[config.mk]
export PLATFORM = sky130hd
export DESIGN_NAME = scandoubler_framing
export DESIGN_NICKNAME = d
export VERILOG_FILES = /design/src/rtl/scandoubler_framing.sv
export SDC_FILE = /design/constraint.sdc
export NUM_CORES = 1
export LEC_CHECK = 0
export ABC_CLOCK_PERIOD_IN_PS = 2400
export BUFFER_PORTS_ARGS = -buffer_cell sky130_fd_sc_hd__clkbuf_2
export CAP_MARGIN = 25
export CORE_ASPECT_RATIO = 0.9
export CORE_MARGIN = 2
export CORE_UTILIZATION = 45
export DETAILED_ROUTE_END_ITERATION = 12
export PLACE_DENSITY = 0.66
export RECOVER_POWER = 25
export SLEW_MARGIN = 20
export SYNTH_ARGS = -nofsm -noshare
export SYNTH_HDL_FRONTEND = slang
export SYNTH_SLANG_ARGS = --single-unit
[constraint.sdc]
create_clock -name clk_sys -period 2.4 [get_ports clk_sys]
set_clock_uncertainty 0.15 [all_clocks]
set_input_delay 0.24 -clock clk_sys [delete_from_list [all_inputs] [get_ports clk_sys]]
set_output_delay 0.24 -clock clk_sys [all_outputs]
set_load 0.05 [all_outputs]
[src/rtl/scandoubler_framing.sv]
// scandoubler_framing: input-side line timing for the line-doubling scandoubler.
// Measures line length and hsync width in input pixels, owns the line-buffer
// write address and bank, and generates the 2x-rate read address, the doubled
// hsync and a line-aligned vsync.
//
// Ports:
//   clk_sys      system clock (single domain)
//   reset        asynchronous, active-high reset
//   pe_in        input pixel enable (1x rate)
//   pe_out       output pixel enable (2x rate)
//   hs_in        input hsync, active high
//   vs_in        input vsync, active high
//   hcnt         write address of the current input pixel
//   line_toggle  write bank; the reader uses ~line_toggle
//   sd_hcnt      read address at the output rate
//   hs_sd        doubled hsync, updates on pe_out
//   vs_sd        vsync re-timed to the input line start
//   locked       line length stable
module scandoubler_framing #(
  parameter int HCNT_WIDTH = 9,
  parameter int MIN_LINE   = 15
) (
  input  logic                  clk_sys,
  input  logic                  reset,
  input  logic                  pe_in,
  input  logic                  pe_out,
  input  logic                  hs_in,
  input  logic                  vs_in,
  output logic [HCNT_WIDTH-1:0] hcnt,
  output logic                  line_toggle,
  output logic [HCNT_WIDTH-1:0] sd_hcnt,
  output logic                  hs_sd,
  output logic                  vs_sd,
  output logic                  locked
);

  localparam logic [HCNT_WIDTH-1:0] HMAX  = '1;
  localparam logic [HCNT_WIDTH-1:0] MIN_L = HCNT_WIDTH'(MIN_LINE);

  logic                  hs_prev_q,      hs_prev_d;
  logic [HCNT_WIDTH-1:0] hcnt_q,         hcnt_d;
  logic [HCNT_WIDTH-1:0] hs_max_q,       hs_max_d;
  logic [HCNT_WIDTH-1:0] hs_width_q,     hs_width_d;
  logic                  line_toggle_q,  line_toggle_d;
  logic                  vs_sd_q,        vs_sd_d;
  logic                  restart_pend_q, restart_pend_d;
  logic [HCNT_WIDTH-1:0] sd_hcnt_q,      sd_hcnt_d;
  logic                  hs_sd_q,        hs_sd_d;
  logic                  locked_q,       locked_d;
  logic [1:0]            rise_cnt_q,     rise_cnt_d;

  logic                  rise;
  logic                  fall;
  logic                  hcnt_sat;
  logic [HCNT_WIDTH-1:0] hcnt_inc;
  logic [HCNT_WIDTH-1:0] sd_next;

  always_comb begin
    rise     = pe_in & hs_in & ~hs_prev_q;
    fall     = pe_in & ~hs_in & hs_prev_q;
    hcnt_sat = (hcnt_q == HMAX);
    hcnt_inc = hcnt_sat ? hcnt_q : hcnt_q + 1'b1;

    hs_prev_d      = hs_prev_q;
    hcnt_d         = hcnt_q;
    hs_max_d       = hs_max_q;
    hs_width_d     = hs_width_q;
    line_toggle_d  = line_toggle_q;
    vs_sd_d        = vs_sd_q;
    restart_pend_d = restart_pend_q;
    sd_hcnt_d      = sd_hcnt_q;
    hs_sd_d        = hs_sd_q;
    locked_d       = locked_q;
    rise_cnt_d     = rise_cnt_q;

    // Restart beats wrap; both land on 0.
    if (restart_pend_q)
      sd_next = '0;
    else if (sd_hcnt_q == hs_max_q)
      sd_next = '0;
    else
      sd_next = sd_hcnt_q + 1'b1;

    // Output side runs first so a rise in the same cycle re-arms the
    // restart for the following pe_out.
    if (pe_out) begin
      sd_hcnt_d      = sd_next;
      hs_sd_d        = (sd_next < hs_width_q);
      restart_pend_d = 1'b0;
    end

    if (pe_in)
      hs_prev_d = hs_in;

    if (rise) begin
      hs_max_d       = hcnt_q;
      hcnt_d         = '0;
      line_toggle_d  = ~line_toggle_q;
      vs_sd_d        = vs_in;
      restart_pend_d = 1'b1;
      // The first two measurements after reset are partial lines and
      // must not be trusted for lock.
      locked_d       = (rise_cnt_q == 2'd2) &&
                       (hcnt_q == hs_max_q) &&
                       (hcnt_q >= MIN_L);
      if (rise_cnt_q != 2'd2)
        rise_cnt_d = rise_cnt_q + 2'd1;
    end else if (pe_in) begin
      hcnt_d = hcnt_inc;
    end

    if (fall)
      hs_width_d = hcnt_inc;

    // A full buffer without hsync means the source is gone.
    if (hcnt_sat)
      locked_d = 1'b0;
  end

  always_ff @(posedge clk_sys or posedge reset) begin
    if (reset) begin
      hs_prev_q      <= 1'b0;
      hcnt_q         <= '0;
      hs_max_q       <= '1;
      hs_width_q     <= '0;
      line_toggle_q  <= 1'b0;
      vs_sd_q        <= 1'b0;
      restart_pend_q <= 1'b0;
      sd_hcnt_q      <= '0;
      hs_sd_q        <= 1'b0;
      locked_q       <= 1'b0;
      rise_cnt_q     <= 2'd0;
    end else begin
      hs_prev_q      <= hs_prev_d;
      hcnt_q         <= hcnt_d;
      hs_max_q       <= hs_max_d;
      hs_width_q     <= hs_width_d;
      line_toggle_q  <= line_toggle_d;
      vs_sd_q        <= vs_sd_d;
      restart_pend_q <= restart_pend_d;
      sd_hcnt_q      <= sd_hcnt_d;
      hs_sd_q        <= hs_sd_d;
      locked_q       <= locked_d;
      rise_cnt_q     <= rise_cnt_d;
    end
  end

  assign hcnt        = hcnt_q;
  assign line_toggle = line_toggle_q;
  assign sd_hcnt     = sd_hcnt_q;
  assign hs_sd       = hs_sd_q;
  assign vs_sd       = vs_sd_q;
  assign locked      = locked_q;

endmodule

Word-level counts from Yosys, hierarchy flattened
Cells that the tools add are included.
- memories kept: 0
- bits in latches: 0
- memory bits (read-only): 0
- output and inout bits: 22
- logic and storage cells: 43
- bits in writable memories: 0
- flip-flop bits (word level): 44
- $lt $le $gt $ge: 2
- mux-type cells: 9
- divide/modulo/power cells: 0
- bitwise operators: 7
- shift operators: 0
- reductions and logical operators: 6
- add/sub/neg operators: 3
- $mul: 0
- equal/unequal tests: 5
- operators with widths (cell ; number):
    $mux 9 ; 5
    $add 9x1->9 const B ; 2
    $eq 9x9->1 ; 2
    $eq 9x9->1 const B ; 1
    $ge 9x4->1 const B ; 1
    $lt 9x9->1 ; 1
    $reduce_bool 2->1 ; 3
    $and 1x1->1 ; 4
    $mux 1 ; 4
    $not 1->1 ; 3
    $add 2x1->2 const B ; 1
    $eq 2x2->1 const B ; 1
    $logic_and 1x1->1 ; 2
    $ne 2x2->1 const B ; 1
    $reduce_and 2->1 ; 1

Longest topological paths before layout
- word-level depth: 5
- gate-level depth with buffers: 11

Least setup slack after synthesis
OpenSTA, ideal clock, no wires.
- path kind: reg2reg
- start point: reg sd_hcnt_q[5] (netlist: sd_hcnt[5])
- end point: reg hs_sd_q (netlist: hs_sd)
- slack: -434 ps
- required time: 2173 ps
- arrival time: 2606 ps
- library setup time: 77 ps
- path buffers: 1
- stages on the path, launching flop included: 11
- path through: dfrtp_1 xor2_1 nor4_2 a31o_4 buf_6 nor2_1 ha_1 and4_1 nor3b_1 a211o_1 a21oi_1
- word-level cells in the longest chain between the ends: 4
- elaborated cells between the ends (all ways): 5
- classes of those cells: add/sub: 1; order compare: 1; eq/ne: 1; mux: 2
- ends and longest elaborated chain (element ; RTL line ; source):
    from (decl) ; 47 ; logic [HCNT_WIDTH-1:0] sd_hcnt_q, sd_hcnt_d;
    from (signal assigned) ; 141 ; sd_hcnt_q <= sd_hcnt_d;
    $add 9x1->9 or $eq 9x9->1 (tied branches) ; 82, 79 ;
    $mux 9 (*) ; 79 ; else if (sd_hcnt_q == hs_max_q)
    $mux 9 (*) ; 77 ; if (restart_pend_q)
    named net sd_next[6] ; 56 ; logic [HCNT_WIDTH-1:0] sd_next;
    $lt 9x9->1 (*) ; 88 ; hs_sd_d = (sd_next < hs_width_q);
    to (signal assigned) ; 142 ; hs_sd_q <= hs_sd_d;
    to (decl) ; 48 ; logic hs_sd_q, hs_sd_d;
Mark *: on every way through the listed nets, which the timed path passes. The rest lies on a longest branch.
A chain may end at the register's enable or synchronous reset.

Worst setup path after layout
- start point: reg hs_max_q[7]
- end point: reg hs_sd_q (netlist: hs_sd)
- word-level cells in the longest chain between the ends: 4
- ends and longest elaborated chain (element ; RTL line ; source):
    from (decl) ; 42 ; logic [HCNT_WIDTH-1:0] hs_max_q, hs_max_d;
    from (signal assigned) ; 136 ; hs_max_q <= hs_max_d;
    $eq 9x9->1 ; 79 ;
    $mux 9 ; 79 ;
    $mux 9 ; 77 ;
    named net sd_next[6] ; 56 ;
    $lt 9x9->1 ; 88 ;
The timed path passes the listed nets, and every way through them passes these cells.

==> flow_summary_export.csv <==
group,metric,value,unit
placement,dpl.cell_count,404,
setup_path,crit_path_cell_trace,"xor2_1 -> nor4_2 -> a31o_4 -> nor2_1 -> ha_1 -> and4_1 -> nor3b_2 -> a211o_1 -> a21oi_2",
final_layout,final-instance-count-excl-fill,424,
setup_path,slowest_delay,540,ps
clock_network,cts.sinks,44,
run_status,violations,"negative setup slack",
grt,grt_max_degree,23,
logic_synthesis,synth.distinct_cells,47,
power_and_ir_drop,intPower,1.856,mW
detailed_routing,drt_first_pass_iters,4,
grt,grt_usage,0.2052,
sta,slew_viol_final,0,
final_layout,final_area,3284,sq um
clock_network,clock_path_buffers,2,
logic_synthesis,async_reset_ff_frac,1.000,
final_layout,syn_to_final_growth,22.55,%
floorplan,core,5725,sq um
logic_synthesis,synth_adder_area_share,0.05135,
logic_synthesis,synth_xor_area_frac,0.1209,
logic_synthesis,synth_nets,316,
detailed_routing,drt-vias-per-instance,5.389,
grt,gr-usage-met3,0.03337,
logic_synthesis,ys_warn_count,0,
logic_synthesis,yosysMostFrequentCell,"nand2_1",
logic_synthesis,synth_cells,299,
sta,fmax,397.8,MHz
clock_network,htree_levels,2,
power_and_ir_drop,p_clk_frac,0.183,
power_and_ir_drop,comb_power_share,0.463,
logic_synthesis,synth_edf_count,0,
setup_path,slowest_stage,"dfstp_2",
power_and_ir_drop,p_leak,1.592,nW
grt,antenna_found_initial,0,
logic_synthesis,synth-simple-area-share,0.2012,
logic_synthesis,netlist_top_cells_count,"nand2_1 (51), dfrtp_1 (35), xor2_1 (26)",
run_status,status,"finished, violations left",
clock_network,cts-root-buf,"clkbuf_8",
sta,min_period_over_period,1.047,
placement,placedInstanceArea,3027,sq um
logic_synthesis,synth_top_family_by_area,"simple AND/OR/NAND/NOR gates",
clock_network,clock_latency,310,ps
sta,tightest_slew,816.2,ps
grt,grt_pass1_wl,10740,microns
final_layout,finish.net_count,370,
logic_synthesis,synth_top_area_cell,"dfrtp_1",
setup_path,arrival,2610,ps
setup_path,required,2490,ps
final_layout,post-route-util,0.5736,
detailed_routing,totalWireLength,6419,microns
sta,fin_hold_ws,54.47,ps
grt,grt.busiest_layer,"met2",
floorplan,start_util,0.4681,
sta,slew_headroom,0.4552,
floorplan,io_pins,28,
logic_synthesis,ys_top_cells_by_area,"dfrtp_1 (33%), dfstp_2 (8.8%), xor2_1 (8.5%), nand2_1 (7.1%), ha_1 (5.1%)",
floorplan,die_y,77.21,microns
power_and_ir_drop,p_per_area,986.3,nW/um^2
placement,pre_cts_slack,-204.1,ps
clock_network,clkSlewWorstSetupHoldPaths,90,ps
setup_path,timing_worst_setup_path_type,"reg2reg",
logic_synthesis,yosys-mux-area-fraction,0.01167,
logic_synthesis,yosysTopAreaCellShare,0.3268,
detailed_routing,vias,2285,
flow_run,cap_violations,0,
floorplan,die_area,6589,sq um
final_layout,n_antenna_cell,0,
placement,place_congestion,0.8112,
grt,overflow,0,
sta,fin_crit,2514,ps
grt,use_met1,0.2833,
setup_path,end_kind,"register",
sta,hold_violations,0,
logic_synthesis,ys_seq_area_frac,0.4150,
logic_synthesis,synth_compound_area_frac,0.1382,
power_and_ir_drop,seq_power_share,0.353,
floorplan,die_x,85.35,microns
detailed_routing,drtIter0Drc,117,
detailed_routing,drtAntennaViolNets,0,
power_and_ir_drop,swShare,0.4269,
grt,grtUsageMet2,0.3211,
logic_synthesis,syn_area_per_cell,8.963,sq um
final_layout,drive_gt1_frac,0.3107,
clock_network,cts_buffers,5,
sta,rsz0062_at_grt,"true",
setup_path,crit_fanout,7,
detailed_routing,avgRoutedWirePerCell,15.14,microns
power_and_ir_drop,vdd_drop_max,0.6386,mV
power_and_ir_drop,power_switching,1.383,mW
setup_path,start_kind,"register",
placement,io_buffers,27,
logic_synthesis,synth_ff_type,"dfrtp_1",
grt,grt_pass1_vias,2258,
sta,setup_slack,-113.6,ps
floorplan,rows,26,
sta,finalSetupViolations,1,
clock_network,cts_tree,"yes",
detailed_routing,drc,0,
logic_synthesis,ys_seq_elements,44,
final_layout,nFillCells,504,
worst_hold_path,hold_class,"in2reg",
placement,dp_hpwl,4512,microns
logic_synthesis,syn_area,2680,sq um
-- critical path: cells and delay by family, from the launching register on --
| family | cells | cell delay (ps) |
|---|---|---|
| flip-flops | 1 | 540 |
| AO/OA/AOI/OAI | 3 | 610 |
| AND/OR/NAND/NOR | 4 | 750 |
| adder cells (fa/ha/maj) | 1 | 320 |
| XOR/XNOR | 1 | 70 |
-- routing by layer --
metal	wire length, microns	vias to the layer above
met5	0	-
met4	98	0
met3	260	8
met2	3026	51
met1	3034	1099
li1	-	1127
-- path summary, 6_finish.rpt --
kind	startpoint	to	slack (ps)	cells past startpoint
max in group asynchronous	reset	hs_max_q[5]	780	4
worst max-delay path	hs_max_q[7]	hs_sd	-110	9
min in group asynchronous	reset	hs_width_q[8]	460	3
worst min-delay path	hs_in	hs_prev_q	50	2
worst max register to register	hs_max_q[7]	hs_sd	-110	9
worst min register to register	line_toggle	line_toggle	330	1
-- stage by stage --
step	total power, mW	setup TNS, ps
after floorplan	2.125	-247.9
after global placement	2.456	-111.6
after global routing	3.446	-205.1
after detailed placement	2.494	-204.1
after CTS	3.187	-150.2
final	3.239	-113.6
-- cell type report --
type	instances	area, sq um	area share
clock buffers	5	68.82	0.02095
clock inverters	3	46.29	0.01410
inverters	14	52.55	0.01600
multi-input cells	220	1458	0.4438
flip-flops and latches	44	1124	0.3421
well taps	70	87.58	0.02667
repair buffers	68	447.9	0.1364
-- power by group through the flow --
stage / sequential [mW] / clock, mW / combinational, mW
final: 1.14 / 0.594 / 1.50
after global routing: 1.18 / 0.645 / 1.62
after CTS: 1.14 / 0.610 / 1.43
after detailed placement: 1.16 / 0 / 1.34
after global placement: 1.15 / 0 / 1.30
after floorplan: 1.36 / 0 / 0.761
-- cell usage in the layout, fill, tap and decap left out, types with 3 or more instances in the layout --
| master | n |
|---|---|
| a21oi_1 | 16 |
| a21oi_2 | 3 |
| a31oi_1 | 3 |
| and3_1 | 4 |
| buf_4 | 37 |
| clkbuf_2 | 27 |
| clkbuf_8 | 5 |
| dfrtp_1 | 26 |
| dfrtp_2 | 9 |
| dfstp_2 | 9 |
| ha_1 | 10 |
| inv_1 | 14 |
| nand2_1 | 51 |
| nand3_1 | 6 |
| nand4_1 | 4 |
| nor2_1 | 20 |
| nor3_1 | 3 |
| nor4_1 | 4 |
| o21ai_0 | 13 |
| o31ai_1 | 8 |
| xnor2_1 | 11 |
| xor2_1 | 25 |
-- sequential cells by signal, summed over array words and instances (netlist names) --
name / flops
hcnt: 9
hs_max_q: 9
hs_width_q: 9
sd_hcnt: 9
rise_cnt_q: 2
hs_prev_q: 1
hs_sd: 1
line_toggle: 1
locked: 1
restart_pend_q: 1
vs_sd: 1
-- cell families (layout without fill, tap and decap cells) --
group,count (synthesis),count (layout)
simple gates,112,112
compound gates,57,57
flops,44,44
mux,3,3
xor+xnor,37,37
buf+inv,35,90
fa+ha+maj,11,11
-- what timing repair did --
item | 4_1_cts | 5_1_grt
setup endpoints to repair | 1 | 1
hold buffers | 2 | 0
buffers inserted | 8 | 2
hold endpoints to repair | 16 | 0
pin swaps | 5 | 7
resized for setup | 4 | 6
Note: power is estimated with default switching activity, not from simulation.
